===== src/rtl/mips_ctrl_pkg.sv =====
// mips_ctrl_pkg: shared opcodes, FSM states and control-word encodings for the multicycle controller
package mips_ctrl_pkg;
  localparam logic [5:0] OP_RTYPE = 6'd0;
  localparam logic [5:0] OP_LW    = 6'd35;
  localparam logic [5:0] OP_SW    = 6'd43;
  localparam logic [5:0] OP_BEQ   = 6'd4;
  localparam logic [5:0] OP_ADDI  = 6'd8;
  localparam logic [5:0] OP_J     = 6'd2;
  localparam logic [1:0] ALU_ADD   = 2'b00;
  localparam logic [1:0] ALU_SUB   = 2'b01;
  localparam logic [1:0] ALU_FUNCT = 2'b10;
  localparam logic [1:0] SRCB_B     = 2'b00;
  localparam logic [1:0] SRCB_4     = 2'b01;
  localparam logic [1:0] SRCB_IMM   = 2'b10;
  localparam logic [1:0] SRCB_IMMSH = 2'b11;
  localparam logic [1:0] PC_ALU    = 2'b00;
  localparam logic [1:0] PC_ALUOUT = 2'b01;
  localparam logic [1:0] PC_JUMP   = 2'b10;
  typedef enum logic [3:0] {
    S_FETCH, S_DECODE, S_MEMADR, S_MEMRD, S_MEMWB, S_MEMWR,
    S_EXEC, S_ALUWB, S_BRANCH, S_ADDIEX, S_ADDIWB, S_JUMP
  } state_t;
  typedef struct packed {
    logic       iord;
    logic       mem_read;
    logic       mem_write;
    logic       ir_write;
    logic       reg_dst;
    logic       mem_to_reg;
    logic       reg_write;
    logic       alu_src_a;
    logic [1:0] alu_src_b;
    logic [1:0] alu_op;
    logic [1:0] pc_src;
    logic       pc_write;
    logic       pc_write_cond;
  } ctrl_t;
endpackage


===== src/rtl/multicycle_control_if.sv =====
// multicycle_control_if: controller <-> datapath bundle (opcode/handshake in, control word out)
interface multicycle_control_if #(
  parameter int OPCODE_W = 6,
  parameter int ALUOP_W  = 2,
  parameter int CNT_W    = 32
);
  logic [OPCODE_W-1:0] opcode;
  logic                mem_ready;
  logic                iord;
  logic                mem_read;
  logic                mem_write;
  logic                ir_write;
  logic                reg_dst;
  logic                mem_to_reg;
  logic                reg_write;
  logic                alu_src_a;
  logic [1:0]          alu_src_b;
  logic [ALUOP_W-1:0]  alu_op;
  logic [1:0]          pc_src;
  logic                pc_write;
  logic                pc_write_cond;
  logic                err_illegal;
  logic [CNT_W-1:0]    instr_count;
  modport master (
    input  opcode, mem_ready,
    output iord, mem_read, mem_write, ir_write, reg_dst, mem_to_reg, reg_write,
           alu_src_a, alu_src_b, alu_op, pc_src, pc_write, pc_write_cond,
           err_illegal, instr_count
  );
  modport slave (
    output opcode, mem_ready,
    input  iord, mem_read, mem_write, ir_write, reg_dst, mem_to_reg, reg_write,
           alu_src_a, alu_src_b, alu_op, pc_src, pc_write, pc_write_cond,
           err_illegal, instr_count
  );
endinterface


===== src/rtl/mc_ctrl_decode.sv =====
// mc_ctrl_decode: state -> control word, with memory-strobe gating and strobes killed during reset
module mc_ctrl_decode
  import mips_ctrl_pkg::*;
(
  input  state_t state,
  input  logic   mem_ready,
  input  logic   rst,
  output ctrl_t  ctrl
);
  logic go;
  logic en;
  assign en = ~rst;
  assign go = mem_ready & en;
  // Moore decode; only the memory-handshake strobes look at mem_ready
  always_comb begin
    ctrl = '0;
    case (state)
      S_FETCH: begin
        ctrl.mem_read  = 1'b1;
        ctrl.alu_src_b = SRCB_4;
        ctrl.ir_write  = go;
        ctrl.pc_write  = go;
      end
      S_DECODE: ctrl.alu_src_b = SRCB_IMMSH;
      S_MEMADR, S_ADDIEX: begin
        ctrl.alu_src_a = 1'b1;
        ctrl.alu_src_b = SRCB_IMM;
      end
      S_MEMRD: begin
        ctrl.iord     = 1'b1;
        ctrl.mem_read = 1'b1;
      end
      S_MEMWB: begin
        ctrl.reg_write  = en;
        ctrl.mem_to_reg = 1'b1;
      end
      S_MEMWR: begin
        ctrl.iord      = 1'b1;
        ctrl.mem_write = go;
      end
      S_EXEC: begin
        ctrl.alu_src_a = 1'b1;
        ctrl.alu_op    = ALU_FUNCT;
      end
      S_ALUWB: begin
        ctrl.reg_write = en;
        ctrl.reg_dst   = 1'b1;
      end
      S_BRANCH: begin
        ctrl.alu_src_a     = 1'b1;
        ctrl.alu_op        = ALU_SUB;
        ctrl.pc_src        = PC_ALUOUT;
        ctrl.pc_write_cond = en;
      end
      S_ADDIWB: ctrl.reg_write = en;
      S_JUMP: begin
        ctrl.pc_src   = PC_JUMP;
        ctrl.pc_write = en;
      end
      default: ctrl = '0;
    endcase
  end
endmodule


===== src/rtl/multicycle_control.sv =====
// multicycle_control: multicycle MIPS main controller (state register, sequencing, sticky error, retire counter)
module multicycle_control
  import mips_ctrl_pkg::*;
#(
  parameter int OPCODE_W    = 6,
  parameter int ALUOP_W     = 2,
  parameter int CNT_W       = 32,
  parameter int ENABLE_ADDI = 1,
  parameter int ENABLE_JUMP = 1
) (
  input logic clk,
  input logic rst,
  multicycle_control_if.master bus
);
  state_t state;
  state_t nxt;
  ctrl_t ctrl;
  logic [CNT_W-1:0] cnt;
  logic err;
  logic is_r, is_lw, is_sw, is_beq, is_addi, is_j;
  logic illegal, retire;
  assign is_r    = bus.opcode == OPCODE_W'(OP_RTYPE);
  assign is_lw   = bus.opcode == OPCODE_W'(OP_LW);
  assign is_sw   = bus.opcode == OPCODE_W'(OP_SW);
  assign is_beq  = bus.opcode == OPCODE_W'(OP_BEQ);
  assign is_addi = bus.opcode == OPCODE_W'(OP_ADDI) && ENABLE_ADDI != 0;
  assign is_j    = bus.opcode == OPCODE_W'(OP_J) && ENABLE_JUMP != 0;
  // Sequencing; unknown encodings fall back to FETCH
  always_comb begin
    nxt = S_FETCH;
    case (state)
      S_FETCH:  nxt = bus.mem_ready ? S_DECODE : S_FETCH;
      S_DECODE: nxt = is_r ? S_EXEC : (is_lw || is_sw) ? S_MEMADR : is_beq ? S_BRANCH :
                      is_addi ? S_ADDIEX : is_j ? S_JUMP : S_FETCH;
      S_MEMADR: nxt = is_lw ? S_MEMRD : is_sw ? S_MEMWR : S_FETCH;
      S_MEMRD:  nxt = bus.mem_ready ? S_MEMWB : S_MEMRD;
      S_MEMWR:  nxt = bus.mem_ready ? S_FETCH : S_MEMWR;
      S_EXEC:   nxt = S_ALUWB;
      S_ADDIEX: nxt = S_ADDIWB;
      default:  nxt = S_FETCH;
    endcase
  end
  assign illegal = state == S_DECODE && nxt == S_FETCH;
  assign retire  = state inside {S_MEMWB, S_ALUWB, S_BRANCH, S_ADDIWB, S_JUMP} ||
                   (state == S_MEMWR && bus.mem_ready);
  // State register, sticky illegal flag and retired-instruction counter
  always_ff @(posedge clk or posedge rst) begin
    if (rst) begin
      state <= S_FETCH;
      err   <= 1'b0;
      cnt   <= '0;
    end else begin
      state <= nxt;
      if (illegal) err <= 1'b1;
      if (retire) cnt <= cnt + CNT_W'(1);
    end
  end
  mc_ctrl_decode u_dec (
    .state(state),
    .mem_ready(bus.mem_ready),
    .rst(rst),
    .ctrl(ctrl)
  );
  assign bus.iord          = ctrl.iord;
  assign bus.mem_read      = ctrl.mem_read;
  assign bus.mem_write     = ctrl.mem_write;
  assign bus.ir_write      = ctrl.ir_write;
  assign bus.reg_dst       = ctrl.reg_dst;
  assign bus.mem_to_reg    = ctrl.mem_to_reg;
  assign bus.reg_write     = ctrl.reg_write;
  assign bus.alu_src_a     = ctrl.alu_src_a;
  assign bus.alu_src_b     = ctrl.alu_src_b;
  assign bus.alu_op        = ALUOP_W'(ctrl.alu_op);
  assign bus.pc_src        = ctrl.pc_src;
  assign bus.pc_write      = ctrl.pc_write;
  assign bus.pc_write_cond = ctrl.pc_write_cond;
  assign bus.err_illegal   = err;
  assign bus.instr_count   = cnt;
endmodule


===== src/flat_wrapper.sv =====
// flat-port wrapper written by rule: the top's interface ports become plain ports
module multicycle_control_flat import mips_ctrl_pkg::*;
#(
  parameter int OPCODE_W    = 6,
  parameter int ALUOP_W     = 2,
  parameter int CNT_W       = 32,
  parameter int ENABLE_ADDI = 1,
  parameter int ENABLE_JUMP = 1
)
  (clk, rst, bus_opcode, bus_mem_ready, bus_iord, bus_mem_read, bus_mem_write, bus_ir_write, bus_reg_dst, bus_mem_to_reg, bus_reg_write, bus_alu_src_a, bus_alu_src_b, bus_alu_op, bus_pc_src, bus_pc_write, bus_pc_write_cond, bus_err_illegal, bus_instr_count);
  multicycle_control_if #(.OPCODE_W(OPCODE_W), .ALUOP_W(ALUOP_W), .CNT_W(CNT_W)) bus_i ();
  input logic clk;
  input logic rst;
  input wire logic [$bits(bus_i.opcode)-1:0] bus_opcode;
  input wire logic [$bits(bus_i.mem_ready)-1:0] bus_mem_ready;
  output wire logic [$bits(bus_i.iord)-1:0] bus_iord;
  output wire logic [$bits(bus_i.mem_read)-1:0] bus_mem_read;
  output wire logic [$bits(bus_i.mem_write)-1:0] bus_mem_write;
  output wire logic [$bits(bus_i.ir_write)-1:0] bus_ir_write;
  output wire logic [$bits(bus_i.reg_dst)-1:0] bus_reg_dst;
  output wire logic [$bits(bus_i.mem_to_reg)-1:0] bus_mem_to_reg;
  output wire logic [$bits(bus_i.reg_write)-1:0] bus_reg_write;
  output wire logic [$bits(bus_i.alu_src_a)-1:0] bus_alu_src_a;
  output wire logic [$bits(bus_i.alu_src_b)-1:0] bus_alu_src_b;
  output wire logic [$bits(bus_i.alu_op)-1:0] bus_alu_op;
  output wire logic [$bits(bus_i.pc_src)-1:0] bus_pc_src;
  output wire logic [$bits(bus_i.pc_write)-1:0] bus_pc_write;
  output wire logic [$bits(bus_i.pc_write_cond)-1:0] bus_pc_write_cond;
  output wire logic [$bits(bus_i.err_illegal)-1:0] bus_err_illegal;
  output wire logic [$bits(bus_i.instr_count)-1:0] bus_instr_count;
  assign bus_i.opcode = bus_opcode;
  assign bus_i.mem_ready = bus_mem_ready;
  assign bus_iord = bus_i.iord;
  assign bus_mem_read = bus_i.mem_read;
  assign bus_mem_write = bus_i.mem_write;
  assign bus_ir_write = bus_i.ir_write;
  assign bus_reg_dst = bus_i.reg_dst;
  assign bus_mem_to_reg = bus_i.mem_to_reg;
  assign bus_reg_write = bus_i.reg_write;
  assign bus_alu_src_a = bus_i.alu_src_a;
  assign bus_alu_src_b = bus_i.alu_src_b;
  assign bus_alu_op = bus_i.alu_op;
  assign bus_pc_src = bus_i.pc_src;
  assign bus_pc_write = bus_i.pc_write;
  assign bus_pc_write_cond = bus_i.pc_write_cond;
  assign bus_err_illegal = bus_i.err_illegal;
  assign bus_instr_count = bus_i.instr_count;
  multicycle_control #(.OPCODE_W(OPCODE_W), .ALUOP_W(ALUOP_W), .CNT_W(CNT_W), .ENABLE_ADDI(ENABLE_ADDI), .ENABLE_JUMP(ENABLE_JUMP)) u_core (.clk(clk), .rst(rst), .bus(bus_i));
endmodule

===== config.mk =====
export PLATFORM = sky130hd
export DESIGN_NAME = multicycle_control_flat
export DESIGN_NICKNAME = d
export VERILOG_FILES = /design/src/rtl/mips_ctrl_pkg.sv /design/src/rtl/multicycle_control_if.sv /design/src/rtl/mc_ctrl_decode.sv /design/src/rtl/multicycle_control.sv /design/src/flat_wrapper.sv
export SDC_FILE = /design/constraint.sdc
export NUM_CORES = 1
export LEC_CHECK = 0
export CORE_UTILIZATION = 43
export CTS_CLUSTER_SIZE = 24
export DETAILED_ROUTE_END_ITERATION = 12
export PLACE_DENSITY = 0.88
export SLEW_MARGIN = 20
export SYNTH_ARGS = -nofsm -noshare
export SYNTH_HDL_FRONTEND = slang
export SYNTH_SLANG_ARGS = --single-unit

===== constraint.sdc =====
create_clock -name clk -period 2.6 [get_ports clk]
set_input_delay 0.78 -clock clk [delete_from_list [all_inputs] [get_ports clk]]
set_output_delay 0.78 -clock clk [all_outputs]
set_load 0.01 [all_outputs]

## Word level (Yosys, flattened, before mapping)

Cells that the tools add are included.
W data, S select, Z words.

- Register bits after elaboration: 37
- Input port bits: 9
- Logic and storage cells: 59

- Add/sub/neg operators: 1
- Equality and inequality tests: 16
- Multiplexer cells: 24
- Bitwise logic cells: 2
- Reduce and logical (&&, ||, !) cells: 13

Operator list:

| operator | count |
|---|---|
| $add A32 B1 Y32 const B | 1 |
| $pmux W4 S7 | 1 |
| $mux W4 | 6 |
| $eq A4 B3 Y1 const B | 4 |
| $eq A4 B4 Y1 const B | 4 |
| $eq A6 B6 Y1 const B | 2 |
| $mux W1 | 10 |
| $mux W3 | 3 |
| $eq A4 B2 Y1 const B | 2 |
| $logic_not A4 Y1 | 2 |
| $pmux W2 S2 | 2 |
| $eq A6 B2 Y1 const B | 1 |
| $eq A6 B3 Y1 const B | 1 |
| $eq A6 B4 Y1 const B | 1 |
| $logic_not A6 Y1 | 1 |
| $pmux W2 S3 | 1 |
| $reduce_or A2 Y1 | 3 |
| $reduce_bool A5 Y1 | 1 |
| $eq A4 B1 Y1 const B | 1 |
| $reduce_or A4 Y1 | 1 |
| $reduce_or A3 Y1 | 1 |
| $logic_and A1 B1 Y1 | 2 |
| $logic_or A1 B1 Y1 | 2 |
| $pmux W1 S2 | 1 |
| 2 further kinds | 2 |

## Logic depth before layout (Yosys ltp)

- Depth in word-level cells: 9
- Mapped depth: 8

## Cells and area by module

From an unflattened synthesis, not the netlist that was laid out.

- Cells, all modules: 208
- Area, all modules: 2113.3 um^2

Modules (own cells, without submodules):

| module | times used | cells an instance | area each (um^2) | sequential area each (um^2) |
|---|---|---|---|---|
| multicycle_control | 1 | 175 | 1891.8 | 925.9 |
| mc_ctrl_decode | 1 | 33 | 221.5 | 0.0 |

## Worst setup path before layout

Ideal clock, no wire load.

- Path kind: input-to-output
- From: input port rst
- To: output port bus_ir_write
- Data arrival time: 1957 ps
- Required time: 1820 ps
- Setup slack: -137 ps
- Cell stages on the path: 2
- Buffers on the path: 0
- Path through: inv_1 > and4_1

- Cells in the longest elaborated chain, start to end: 3

RTL lines:

| what | line | text |
|---|---|---|
| from (decl) | flat_wrapper.sv:13 | `input logic rst;` |
| $not A1 Y1 | mc_ctrl_decode.sv:12 | `assign en = ~rst;` |
| $and A1 B1 Y1 | mc_ctrl_decode.sv:13 | `assign go = mem_ready & en;` |
| $mux W1 | mc_ctrl_decode.sv:17 | `case (state)` |
| to (decl) | flat_wrapper.sv:19 | `output wire logic [$bits(bus_i.ir_write)-1:0] bus_ir_write;` |

Every way passes these cells.

## Worst setup path after layout

- From: input port bus_mem_ready
- To: output port bus_pc_write

- Cells in the longest elaborated chain, start to end: 2

RTL lines:

| what | line | text |
|---|---|---|
| from (decl) | flat_wrapper.sv:15 | `input wire logic [$bits(bus_i.mem_ready)-1:0] bus_mem_ready;` |
| $and A1 B1 Y1 | mc_ctrl_decode.sv:13 |  |
| $pmux W1 S2 | mc_ctrl_decode.sv:17 |  |
| to (decl) | flat_wrapper.sv:27 | `output wire logic [$bits(bus_i.pc_write)-1:0] bus_pc_write;` |

Every way passes these cells.

==> run metrics <==
final net count=306; # DRC=0; Clk pin slew, worst setup/hold paths=0.07 ns; Static Leak=1.30 nW; Die Wd=71.9 um; final core utilization=0.626; Starting Density=0.444; Hold Violations, Final=0; Crit path depth=5; Core Area=0.00472 mm2; clk sinks=37; final WL=4950 um; compound-gate portion of the synthesized area=0.0572; run status=finished clean; Netlist cell types=42; Req. time, crit path=1.82 ns; HPWL Detailed=3630 um; FF-to-FF setup slack=0.58 ns; Hold Path Class=flip-flop to flip-flop; die area=0.00516 mm2; antenna viol nets, final=0; total global-route track usage=0.204; crit-path max cell delay=0.49 ns; Worst setup endpoint=bus_pc_write; worst slack at placement=-0.360 ns; grt total ovfl=0; Diodes inserted=0; skew final=0.00892 ns; mapped cell area=0.00210 mm2; R2R Path Start=u_core.state[3]$_DFF_PP0_; initial drt markers=187; Routed wire per std cell=13.6 um; Synth Area in Adders=0.00596; largest family of logic cells by synthesized area=simple AND/OR/NAND/NOR gates; pwr dens=497 mW/mm2; dpl cell area=0.00281 mm2; Final Max Slew Viols=0; Synth Warn #=0; register bit total from synthesis=37; die height=71.9 um; CTS Hold Bufs=0; CP top delay family=buffers and inverters; first-pass GRT wire length=8210 um; worst-path cell chain=clkdlybuf4s50_1 > nor2b_4 > a2bb2oi_1 > nor3_1 > buf_2; row count=25; Critical Path Source Type=input pin; slew margin rel.=0.518; CTS Root Cell=clkbuf_8; actual slew at the worst max-slew pin=0.721 ns; Fin Hold WS=0.479 ns; Final period util=0.976; peak supply drop=336 uV; RSZ-0062 raised after global routing=no; arrival time worst endpoint=1.76 ns; R2R Path End=u_core.bus.instr_count[11]$_DFFE_PP0P_; sequential area share after synthesis=0.441; CP max-delay cell=clkdlybuf4s50_1; WHS Path Cells=1; Vias/cell=5.22; Achievable Freq=394 MHz; Mean Syn Cell Area=9.28 um2; Worst Reg2Reg Path Length in Cells=9; vias in the first global route=1796; top-level port count=58; post-synthesis mux area share=0.00477; largest net degree at the start of global routing=38; crit path kind=input pin to output port; IO Port Bufs=57; Syn Inst Count=226; Finished Layout Cells=364; CTS tree=yes; H-tree depth=2; crit path launch=bus_mem_ready; P&R area growth vs syn=40.8%; DR vias=1899; design area=0.00296 mm2; Post-Place Cells=354; Crit Path Max Fanout=2; GPL Wtd Cong=0.928; simple-gate share of the synthesized area=0.307; XOR/XNOR share of the synthesized area=0.142; worst-skew pair later-pin latency=0.29 ns; Critical Path End Type=output port; CTS Buf Count=5; DRT Pass-1 Iters=4; Fill cells=388; initial antenna violation count=0; Setup violations, final=0; Final WS setup=0.0628 ns; max cap viols=0; CTS max path bufs=2; layout cells sized above 1=0.155; fin crit period=2.54 ns; Synth Net Count=236; Critical path buffers and inverters=2
[synth_stat cells, drive strengths merged]
cell type  number  share of area
nand2b          3          0.013
xor2           20          0.083
a21boi          1         0.0036
clkbuf          7          0.013
or4             1         0.0036
a21oi           6          0.014
o21ai           3         0.0072
dfrtp          37           0.44
and3            6          0.018
and2b           1         0.0036
o31ai           1         0.0036
nand4           7          0.021
xnor2          14          0.058
buf             4          0.015
and2            1         0.0030
nor4bb          1         0.0048
a31o            1         0.0042
nand3          15          0.036
nor3           22          0.057
nand2          22          0.039
o211ai          1         0.0036
ha              1         0.0060
a221o           1         0.0048
mux2i           1         0.0048
a2bb2oi         1         0.0042
a211oi          1         0.0036
or3             2         0.0060
nor2           17          0.030
or3b            1         0.0042
inv             8          0.014
o32ai           1         0.0042
and4            3          0.013
o221ai          1         0.0042
nor4           10          0.042
or2             2         0.0060
nor3b           1         0.0036
nor2b           1         0.0042
[power by group]
group / internal [mW] / switching [mW]
registers: 0.608 / 0.0454
clock network: 0.313 / 0.198
logic: 0.153 / 0.153
total: 1.07 / 0.396
[routing by layer]
metal  up-vias  track usage  routed length, um
li1        936            -                  -
met1       888        0.264               2290
met2        64        0.338               2380
met3        11       0.0506                224
met4         0       0.0654                 59
met5         -            0                  0
[layout make-up]
cell class,instances,area (um2),share of cell area
flip-flops and latches,37,931,0.315
well taps,67,83.8,0.0284
clock buffers,7,86.3,0.0292
multi-input cells,170,1100,0.373
repair buffers,74,688,0.233
inverters,8,33.8,0.0114
clock inverters,1,30.0,0.0102
[worst min path at each step]
stage | end | slack, ns | from
finish | u_core.bus.instr_count[31]$_DFFE_PP0P_ | 0.48 | u_core.bus.instr_count[31]$_DFFE_PP0P_
floorplan | u_core.bus.instr_count[31]$_DFFE_PP0P_ | 0.50 | u_core.bus.instr_count[31]$_DFFE_PP0P_
global route | u_core.bus.err_illegal$_DFFE_PP0P_ | 0.50 | u_core.bus.err_illegal$_DFFE_PP0P_
detailed placement | u_core.bus.err_illegal$_DFFE_PP0P_ | 0.46 | u_core.bus.err_illegal$_DFFE_PP0P_
CTS | u_core.bus.instr_count[31]$_DFFE_PP0P_ | 0.48 | u_core.bus.instr_count[31]$_DFFE_PP0P_
global placement | u_core.bus.instr_count[31]$_DFFE_PP0P_ | 0.46 | u_core.bus.instr_count[31]$_DFFE_PP0P_
[flip-flops by register name, indices dropped and copies added (netlist names)]
name                    flops
u_core.bus.err_illegal      1
u_core.bus.instr_count     32
u_core.state                4
[worst reg2reg max path: stages, from the launching register on]
cell	delay (ns)
dfrtp_2	0.43
buf_4	0.18
nor2b_4	0.12
buf_4	0.11
nor2_1	0.05
or3b_1	0.36
buf_4	0.20
buf_4	0.16
nor3_1	0.18
xor2_1	0.18
[what timing repair did]
action,4_1_cts,5_1_grt
pin swaps,0,0
endpoints found under the setup margin,7,8
gates resized for setup,17,7
buffers inserted,1,1
[placed cells by master, fill, tap and decap left out, drive strengths merged, types with 2 or more instances in the layout]
cell type      synthesis  layout
nand2b                 3       3
dfrtp                 37      37
xor2                  20      20
inv                    8       7
nand3                 15      15
and4                   3       3
nor4                  10      10
or2                    2       2
and3                   6       6
o21ai                  3       3
nand4                  7       7
dlygate4sd2            0       2
nor2                  17      17
a21oi                  6       6
clkdlybuf4s50          0      49
clkbuf                 7       9
dlymetal6s2s           0       3
xnor2                 14      14
buf                    4      18
nor3                  22      22
or3                    2       2
nand2                 22      22
[through the flow]
step | TNS, ns | total power [mW]
2_1_floorplan | 0 | 0.806
3_3_place_gp | -2.13 | 0.957
3_5_place_dp | -2.56 | 0.967
4_1_cts | 0 | 1.48
6_report | 0 | 1.47
5_1_grt | 0 | 1.54
[cell families after synthesis]
logic type      after synthesis
simple gates                116
fa+ha+maj                     1
xor+xnor                     34
compound gates               18
flops                        37
buf+inv                      19
mux                           1
No activity file was read; power rests on OpenSTA's default activity.
